### config.mk
export PLATFORM = sky130hd
export DESIGN_NAME = mkds_cmd_master
export DESIGN_NICKNAME = d
export VERILOG_FILES = /design/src/rtl/mkds_cmd_master.sv
export SDC_FILE = /design/constraint.sdc
export NUM_CORES = 1
export LEC_CHECK = 0
export CORE_MARGIN = 2
export CORE_UTILIZATION = 45
export DETAILED_ROUTE_END_ITERATION = 10
export PLACE_DENSITY = 0.78
export SLEW_MARGIN = 20
export SYNTH_ARGS = -nofsm -noshare
export SYNTH_HDL_FRONTEND = slang
export SYNTH_SLANG_ARGS = --single-unit
### constraint.sdc
create_clock -name CLK -period 2.13 [get_ports CLK]
set_input_delay 0.639 -clock CLK [delete_from_list [all_inputs] [get_ports CLK]]
set_output_delay 0.639 -clock CLK [all_outputs]
set_load 0.03 [all_outputs]
### src/rtl/mkds_cmd_master.sv
// Command master for the MKDS decoder: turns host requests into timed
// 16-bit command words (setup, RW/RD strobe, hold) or a CLR pulse.
module mkds_cmd_master #(
  parameter int unsigned STROBE_LEN = 4,
  parameter int unsigned HOLD_LEN   = 2,
  parameter int unsigned CLR_LEN    = 3
) (
  input  logic        CLK,
  input  logic        CLR,
  input  logic        req_valid,
  output logic        req_ready,
  input  logic        req_clr,
  input  logic [4:0]  req_addr,
  input  logic [7:0]  req_data,
  output logic [15:0] data_out,
  output logic        done,
  output logic        err
);

  localparam logic [2:0] IDLE   = 3'd0;
  localparam logic [2:0] SETUP  = 3'd1;
  localparam logic [2:0] STROBE = 3'd2;
  localparam logic [2:0] HOLD   = 3'd3;
  localparam logic [2:0] CLEAR  = 3'd4;

  localparam logic [3:0]  STROBE_CNT = 4'(STROBE_LEN);
  localparam logic [3:0]  HOLD_CNT   = 4'(HOLD_LEN);
  localparam logic [3:0]  CLEAR_CNT  = 4'(CLR_LEN);
  localparam logic [4:0]  MAX_ADDR   = 5'd19;
  localparam logic [15:0] CLR_WORD   = 16'h8000;
  localparam int          STB_BIT    = 14;

  logic [2:0]  state_q, state_d;
  logic [3:0]  cnt_q, cnt_d;
  logic [15:0] data_d;
  logic        done_d, err_d, ready_d;
  logic        accept;

  // req_ready is a register, so accept never depends combinationally on itself.
  assign accept = req_valid & req_ready;

  always_comb begin
    // NOTE: every variable gets a default first so no latch is inferred on any path.
    state_d = state_q;
    cnt_d   = cnt_q;
    data_d  = data_out;
    done_d  = 1'b0;
    err_d   = 1'b0;

    case (state_q)
      IDLE: begin
        if (accept) begin
          if (req_clr) begin
            state_d = CLEAR;
            cnt_d   = CLEAR_CNT;
            data_d  = CLR_WORD;
          end else if (req_addr <= MAX_ADDR) begin
            state_d = SETUP;
            data_d  = {3'b000, req_addr, req_data};
          end else begin
            err_d   = 1'b1;
          end
        end
      end

      SETUP: begin
        state_d         = STROBE;
        cnt_d           = STROBE_CNT;
        data_d[STB_BIT] = 1'b1;
      end

      // Address and payload bits are never touched here, only bit 14.
      STROBE: begin
        if (cnt_q == 4'd1) begin
          state_d         = HOLD;
          cnt_d           = HOLD_CNT;
          data_d[STB_BIT] = 1'b0;
        end else begin
          cnt_d = cnt_q - 4'd1;
        end
      end

      HOLD: begin
        if (cnt_q == 4'd1) begin
          state_d = IDLE;
          cnt_d   = 4'd0;
          data_d  = 16'h0000;
          done_d  = 1'b1;
        end else begin
          cnt_d = cnt_q - 4'd1;
        end
      end

      CLEAR: begin
        if (cnt_q == 4'd1) begin
          state_d = IDLE;
          cnt_d   = 4'd0;
          data_d  = 16'h0000;
          done_d  = 1'b1;
        end else begin
          cnt_d = cnt_q - 4'd1;
        end
      end

      default: begin
        state_d = IDLE;
        cnt_d   = 4'd0;
        data_d  = 16'h0000;
      end
    endcase

    ready_d = (state_d == IDLE);
  end

  always_ff @(posedge CLK) begin
    // NOTE: non-blocking assignments so every register samples pre-edge values.
    if (CLR) begin
      state_q   <= IDLE;
      cnt_q     <= 4'd0;
      data_out  <= 16'h0000;
      done      <= 1'b0;
      err       <= 1'b0;
      req_ready <= 1'b0;
    end else begin
      state_q   <= state_d;
      cnt_q     <= cnt_d;
      data_out  <= data_d;
      done      <= done_d;
      err       <= err_d;
      req_ready <= ready_d;
    end
  end

endmodule

* After elaboration in Yosys (flattened, before gate mapping)
Index checks and enable logic that the tools add are counted. Widths: inputs -> output; s select.
Storage, ports and cells: register bits after elaboration 26, input bits 17, output and inout bits 19, logic and storage cells 54
Cells by class: add/subtract/negate cells 1, order comparisons 1, equality and inequality tests 10, mux-type cells 21, bitwise logic cells 5, reduce and logical (&&, ||, !) cells 9
Operators with widths (number):
- $mux 16 | 4
- $pmux 14 s3 | 1
- $mux 4 | 4
- $pmux 4 s4 | 1
- $mux 3 | 5
- $pmux 3 s4 | 1
- $reduce_and 4->1 | 2
- $eq 3x2->1 const B | 2
- $logic_not 3->1 | 2
- $ne 2x2->1 const B | 3
- $reduce_or 2->1 | 3
- $le 5x5->1 const B | 1
- $eq 4x1->1 const B | 1
- $not 1->1 | 4
- $pmux 1 s4 | 1
- $reduce_or 4->1 | 1
- $sub 4x1->4 const B | 1
- $eq 3x1->1 const B | 1
- $eq 3x3->1 const B | 1
- $mux 1 | 3
- $ne 3x3->1 const B | 1
- $pmux 1 s3 | 1
- $ne 2x1->1 const B | 1
- $reduce_and 2->1 | 1
- $and 1x1->1 | 1

* Logic depth before layout (Yosys ltp)
Gate-level depths: netlist of the first run.
depth after elaboration 6, depth in mapped cells 7, depth with buffers taken out 6

* Worst setup path before layout of the first run
Ideal clock, no wire load.
path type input port to flip-flop, from input port req_addr[2], to register data_out[0], setup time 0.060 ns, arrival 1.600 ns, data required time 2.070 ns, slack 0.471 ns, cell stages on the path 5, buffers on the path 1, path through o21ai_1 > o211ai_1 > nor4_4 > buf_4 > a22o_1
Between the ends: word-level cells in the longest chain between the ends 3
Ends and longest elaborated chain:
- start: declaration | line 13 | input logic [4:0] req_addr,
- $le 5x5->1 | line 57 | end else if (req_addr <= MAX_ADDR) begin
- $ne 3x3->1 (no source line)
- $reduce_and 4->1 (no source line)
- end signal: assignment | line 127 | data_out <= data_d;
- end: declaration | line 15 | output logic [15:0] data_out,
Every way passes these cells. A chain may end at the register's enable or synchronous reset.

* Final worst setup path of the first run
from register req_ready, to output port req_ready
RTL lines:
- start: declaration | line 11 | output logic req_ready,
- start signal: assignment | line 130 | req_ready <= ready_d;
No word-level cell between the ends.

==> results.yml, run 1 <==
logic_synthesis:
  synth.distinct_cells: 38
  synth_area_per_cell_um2: 10.5
  syn_nets: 128
  ys_ff_latch: 25
  yosysWarnings: 0
  ys_seq_area_share_pct: 43.9
  syn_inst: 109
  synth_area_um2: 1140
clock_network:
  cts-resized-gates: 0
  cts_hold_buf: 0
  cts_max_level: 1
  cts_buffer_depth: 2
  cts_tree: "built"
  cts_buffers: 3
  post_cts_buffers: 0
  clkTransAtPathRegs_ps: 130
  root_buffer: "clkbuf_4"
  clock_latency_ps: 310
  clock_sinks: 25
global_route:
  antenna_found_initial: 0
  globalRouteTotalUtil_pct: 17.1
  grt-ovfl-total: 0
  grt_max_degree: 15
  grt_pass1_vias: 849
  grt_pass1_wl_um: 3730
place:
  dp_hpwl_um: 1840
  place.gp.congestion: 0.761
  dpl_worst_slack_ps: -161
  port_buffers: 34
  dpl.cell_count: 171
timing:
  post-route-min-period_ps: 2060
  fin_crit_sh_pct: 96.5
  tightest_slew_ps: 557
  maxSlewViolCount: 0
  fmax_mhz: 486
  rsz0062_at_grt: "false"
  finalHoldViolCount: 0
  finalSetupViolations: 0
  finalSetupTns_ps: 0
  layout_setup_ws_ps: 74.2
  max_slew_margin_pct: 62.9
  skew_ps: 2.75
route:
  drt_iter0_drc: 15
  finalWirelength_um: 2450
  firstDrtPassIters: 4
  drtAntennaViolNets: 0
  num_vias: 980
  viasPerCell: 5.60
  wl_per_cell_um: 14.0
  drc_errors: 0
setup_path:
  critPathCaptureType: "primary output"
  crit_path_start_kind: "flip-flop"
  crit_chain: "clkdlybuf4s50_1"
  crit_slowest_cell: "clkdlybuf4s50_1"
  critPathRequiredTime_ps: 1490
  path_class: "flip-flop to primary output"
  crit_family: "buffers and inverters"
  critPathArrivalTime_ps: 1420
  crit_buf_inv: 1
  cp_max_fo: 5
  crit_path_max_incr_delay_ps: 700
floorplanning:
  rows: 18
  initial_core_util_pct: 46.9
  die_area_um2: 2950
  core_area_um2: 2430
  ioPinCount: 36
  die_w_um: 54.3
  die_h_um: 54.3
cells_and_area:
  fin_cells: 175
  antenna_cells: 0
  drive_above_1_share_pct: 9.66
  area_delta_synth_final_pct: 33.2
  fin_nets: 165
  fin_util_pct: 62.4
run:
  maxCapViolations: 0
run_status:
  status: "completed"
pwr:
  power_leakage_nw: 0.541
  p_per_area_nw_per_um2: 612
  peakVddDrop_v: 0.000376
  p_total_mw: 0.928
worst_hold_path:
  hp-class: "flip-flop to flip-flop"
[placed cells by master, fill, tap and decap left out, types with 4 or more instances in the layout]
cell type and instances:
clkdlybuf4s50_1 34, dfxtp_1 25, a22o_1 13, inv_1 5
a21oi_1 5, buf_4 5, o21ai_1 4, nor4_1 4
[cell usage after synthesis]
library cell / n / area, µm²
buf_6: 4 / 45.0
nand2b_1: 1 / 6.26
or3_4: 1 / 11.3
nor2_1: 2 / 7.51
or3b_1: 1 / 8.76
conb_1: 1 / 3.75
ha_1: 2 / 25.0
a21oi_1: 5 / 25.0
o22a_1: 1 / 8.76
o211ai_1: 3 / 22.5
nor3b_4: 1 / 18.8
a21oi_4: 1 / 16.3
o21a_1: 1 / 7.51
o22ai_1: 1 / 6.26
nand2_1: 3 / 11.3
o21ai_0: 1 / 5.00
clkbuf_1: 1 / 3.75
nand3b_1: 3 / 22.5
nor3b_1: 1 / 7.51
nor4_4: 1 / 21.3
nand3_1: 2 / 10.0
buf_4: 2 / 15.0
nor3_1: 3 / 15.0
and2_1: 1 / 6.26
a211oi_1: 2 / 15.0
nor3b_2: 1 / 12.5
a31oi_1: 3 / 18.8
a22o_1: 13 / 114
or4b_1: 1 / 10.0
nand4bb_1: 2 / 22.5
or3b_4: 1 / 11.3
o31a_1: 2 / 17.5
o21ai_1: 4 / 20.0
inv_1: 5 / 18.8
o2111ai_1: 1 / 8.76
a21o_1: 2 / 15.0
nor4_1: 4 / 25.0
dfxtp_1: 25 / 500
[sequential cells by signal, indices dropped and copies added, names as in the netlist]
register	cells
data_out	15
state_q	3
cnt_q	4
done	1
err	1
req_ready	1
[where the power goes]
group / internal, mW / leakage [nW] / switching, mW / total (mW)
Clock: 0.0731 / 0.0150 / 0.134 / 0.207
Sequential: 0.491 / 0.203 / 0.0245 / 0.515
Combinational: 0.103 / 0.323 / 0.103 / 0.206
[metal layers]
layer,track usage [%],vias up,routed length (µm)
li1,-,492,-
met1,21.9,450,1140
met2,28.5,34,1100
met3,3.83,4,179
met4,5.00,0,31
met5,0,-,0
[worst paths after layout]
kind,from,to,slack [ps],cells after the start
worst min register to register,data_out[15],data_out[15],480,1
worst max-delay path,req_ready,req_ready,70,1
worst max register to register,cnt_q[1],data_out[3],390,6
worst min-delay path,data_out[15],data_out[15],480,1
[cells by family after synthesis]
kind of cell	after synthesis	synth area share, %
AO/OA/AOI/OAI	40	26.3
AND/OR/NAND/NOR	29	20.0
flip-flops	25	43.9
buffers and inverters	12	7.24
adder cells (fa/ha/maj)	2	2.20
other	1	0.329
[area by class of cell]
class / instances / area (µm²)
Clock buffer: 4 / 26.3
Fill cell: 208 / 915
Inverter: 5 / 18.8
Multi-Input combinational cell: 72 / 557
Sequential cell: 25 / 500
Tap cell: 30 / 37.5
Timing Repair Buffer: 39 / 378
[stage by stage]
stage	instance area, µm²	hold slack, ps
floorplan	1140	489
global placement	1490	445
detailed placement	1490	452
CTS	1520	482
global route	1520	494
finish	1520	478
(Power assumes the default switching activity.)
==> run 2: changes to the inputs <==
--- a/config.mk
+++ b/config.mk
@@ -7,6 +7,7 @@
 export LEC_CHECK = 0
 export CORE_MARGIN = 2
 export CORE_UTILIZATION = 45
+export CTS_CLUSTER_SIZE = 30
 export DETAILED_ROUTE_END_ITERATION = 10
 export PLACE_DENSITY = 0.78
 export SLEW_MARGIN = 20
==> results of run 2 <==
Final layout, timing and power as in run 1 (identical DEF).
==> run 3: changes to the inputs <==
--- a/config.mk
+++ b/config.mk
@@ -10,7 +10,7 @@
 export CTS_CLUSTER_SIZE = 30
 export DETAILED_ROUTE_END_ITERATION = 10
 export PLACE_DENSITY = 0.78
-export SLEW_MARGIN = 20
+export RECOVER_POWER = 25
 export SYNTH_ARGS = -nofsm -noshare
 export SYNTH_HDL_FRONTEND = slang
 export SYNTH_SLANG_ARGS = --single-unit
==> results.yml, run 3 (synthesis results as in run 1) <==
floorplanning:
  rows: 18
  core_area_um2: 2430
  die_h_um: 54.3
  initial_core_util_pct: 46.9
  ioPinCount: 36
  die_w_um: 54.3
  die_area_um2: 2950
run_status:
  status: "completed"
clock_network:
  cts_buffers: 3
  post_cts_buffers: 0
  cts_buffer_depth: 2
  cts_tree: "built"
  root_buffer: "clkbuf_4"
  cts-resized-gates: 0
  cts_hold_buf: 0
  cts_max_level: 1
  clock_latency_ps: 310
  clock_sinks: 25
  clkTransAtPathRegs_ps: 130
run:
  maxCapViolations: 0
global_route:
  globalRouteTotalUtil_pct: 17.1
  grt_pass1_wl_um: 3730
  grt_max_degree: 15
  antenna_found_initial: 0
  grt-ovfl-total: 0
  grt_pass1_vias: 849
setup_path:
  crit_family: "buffers and inverters"
  critPathCaptureType: "primary output"
  crit_buf_inv: 1
  cp_max_fo: 5
  crit_chain: "clkdlybuf4s50_1"
  critPathArrivalTime_ps: 1420
  path_class: "flip-flop to primary output"
  crit_path_max_incr_delay_ps: 700
  crit_path_start_kind: "flip-flop"
  critPathRequiredTime_ps: 1490
  crit_slowest_cell: "clkdlybuf4s50_1"
place:
  dpl_worst_slack_ps: -161
  dp_hpwl_um: 1840
  place.gp.congestion: 0.761
  port_buffers: 34
route:
  viasPerCell: 5.61
  drt_iter0_drc: 12
  drtAntennaViolNets: 0
  wl_per_cell_um: 14.0
  finalWirelength_um: 2450
  num_vias: 981
  firstDrtPassIters: 4
  drc_errors: 0
pwr:
  p_per_area_nw_per_um2: 612
  peakVddDrop_v: 0.000374
  power_leakage_nw: 0.535
timing:
  finalHoldViolCount: 0
  tightest_slew_ps: 553
  fin_crit_sh_pct: 96.4
  maxSlewViolCount: 0
  fmax_mhz: 487
  skew_ps: 2.19
  layout_setup_ws_ps: 75.9
  post-route-min-period_ps: 2050
  rsz0062_at_grt: "false"
  finalSetupViolations: 0
  max_slew_margin_pct: 63.1
  finalSetupTns_ps: 0
cells_and_area:
  largest_register_ffs: 15
  fin_nets: 165
  final_common_cell: "clkdlybuf4s50_1"
  top_register: "data_out"
  area_delta_synth_final_pct: 32.6
  drive_above_1_share_pct: 8.28
  reg.largest.list: "data_out: 15 flops, cnt_q: 4 flops, state_q: 3 flops"
  final_cell_mix: "32 x clkdlybuf4s50_1, 25 x dfxtp_1, 13 x a22o_1, 5 x inv_1, 5 x a21oi_1"
  antenna_cells: 0
worst_hold_path:
  hp-class: "flip-flop to flip-flop"
## run 3: changes by cell type in the layout (fill, tap and decap cells not counted), sizes merged
cell / before / now
buf: 5 / 4
dlygate4sd3: 0 / 2
clkdlybuf4s50: 34 / 32
clkbuf: 4 / 5
## run 3: area by class of cell
type / count / area, µm²
clock buffers: 4 / 26.3
fillers: 211 / 921
inverters: 5 / 18.8
multi-input cells: 72 / 554
flip-flops and latches: 25 / 500
well taps: 30 / 37.5
repair buffers: 39 / 374
## run 3: worst paths after layout
path	from	slack [ps]	cells past startpoint	endpoint
hold / removal	data_out[15]	480	1	data_out[15]
setup / recovery	req_ready	80	1	req_ready
hold reg to reg	data_out[15]	480	1	data_out[15]
setup reg to reg	cnt_q[1]	390	6	data_out[3]
## run 3: routing by layer
metal | GRT usage (%) | wire [µm]
met1 | 21.9 | 1120
met2 | 28.5 | 1140
met3 | 3.83 | 154
met4 | 5.00 | 29
met5 | 0 | 0
## run 3: stage by stage
step           total power, mW  utilization [%]  std cells  hold WS (ps)  instance area, µm²
4_1_cts                  0.937             62.4        175           482                1520
6_report                 0.925             62.1        175           478                1510
3_5_place_dp             0.731             61.3        171           452                1490
5_1_grt                  0.965             62.1        175           494                1510
2_1_floorplan            0.654                -        109           489                1140
3_3_place_gp             0.727             61.3        171           445                1490
## run 3: where the power goes
| part | switching, mW | internal (mW) |
|---|---|---|
| registers | 0.0242 | 0.491 |
| logic | 0.103 | 0.0997 |
| clock network | 0.134 | 0.0731 |
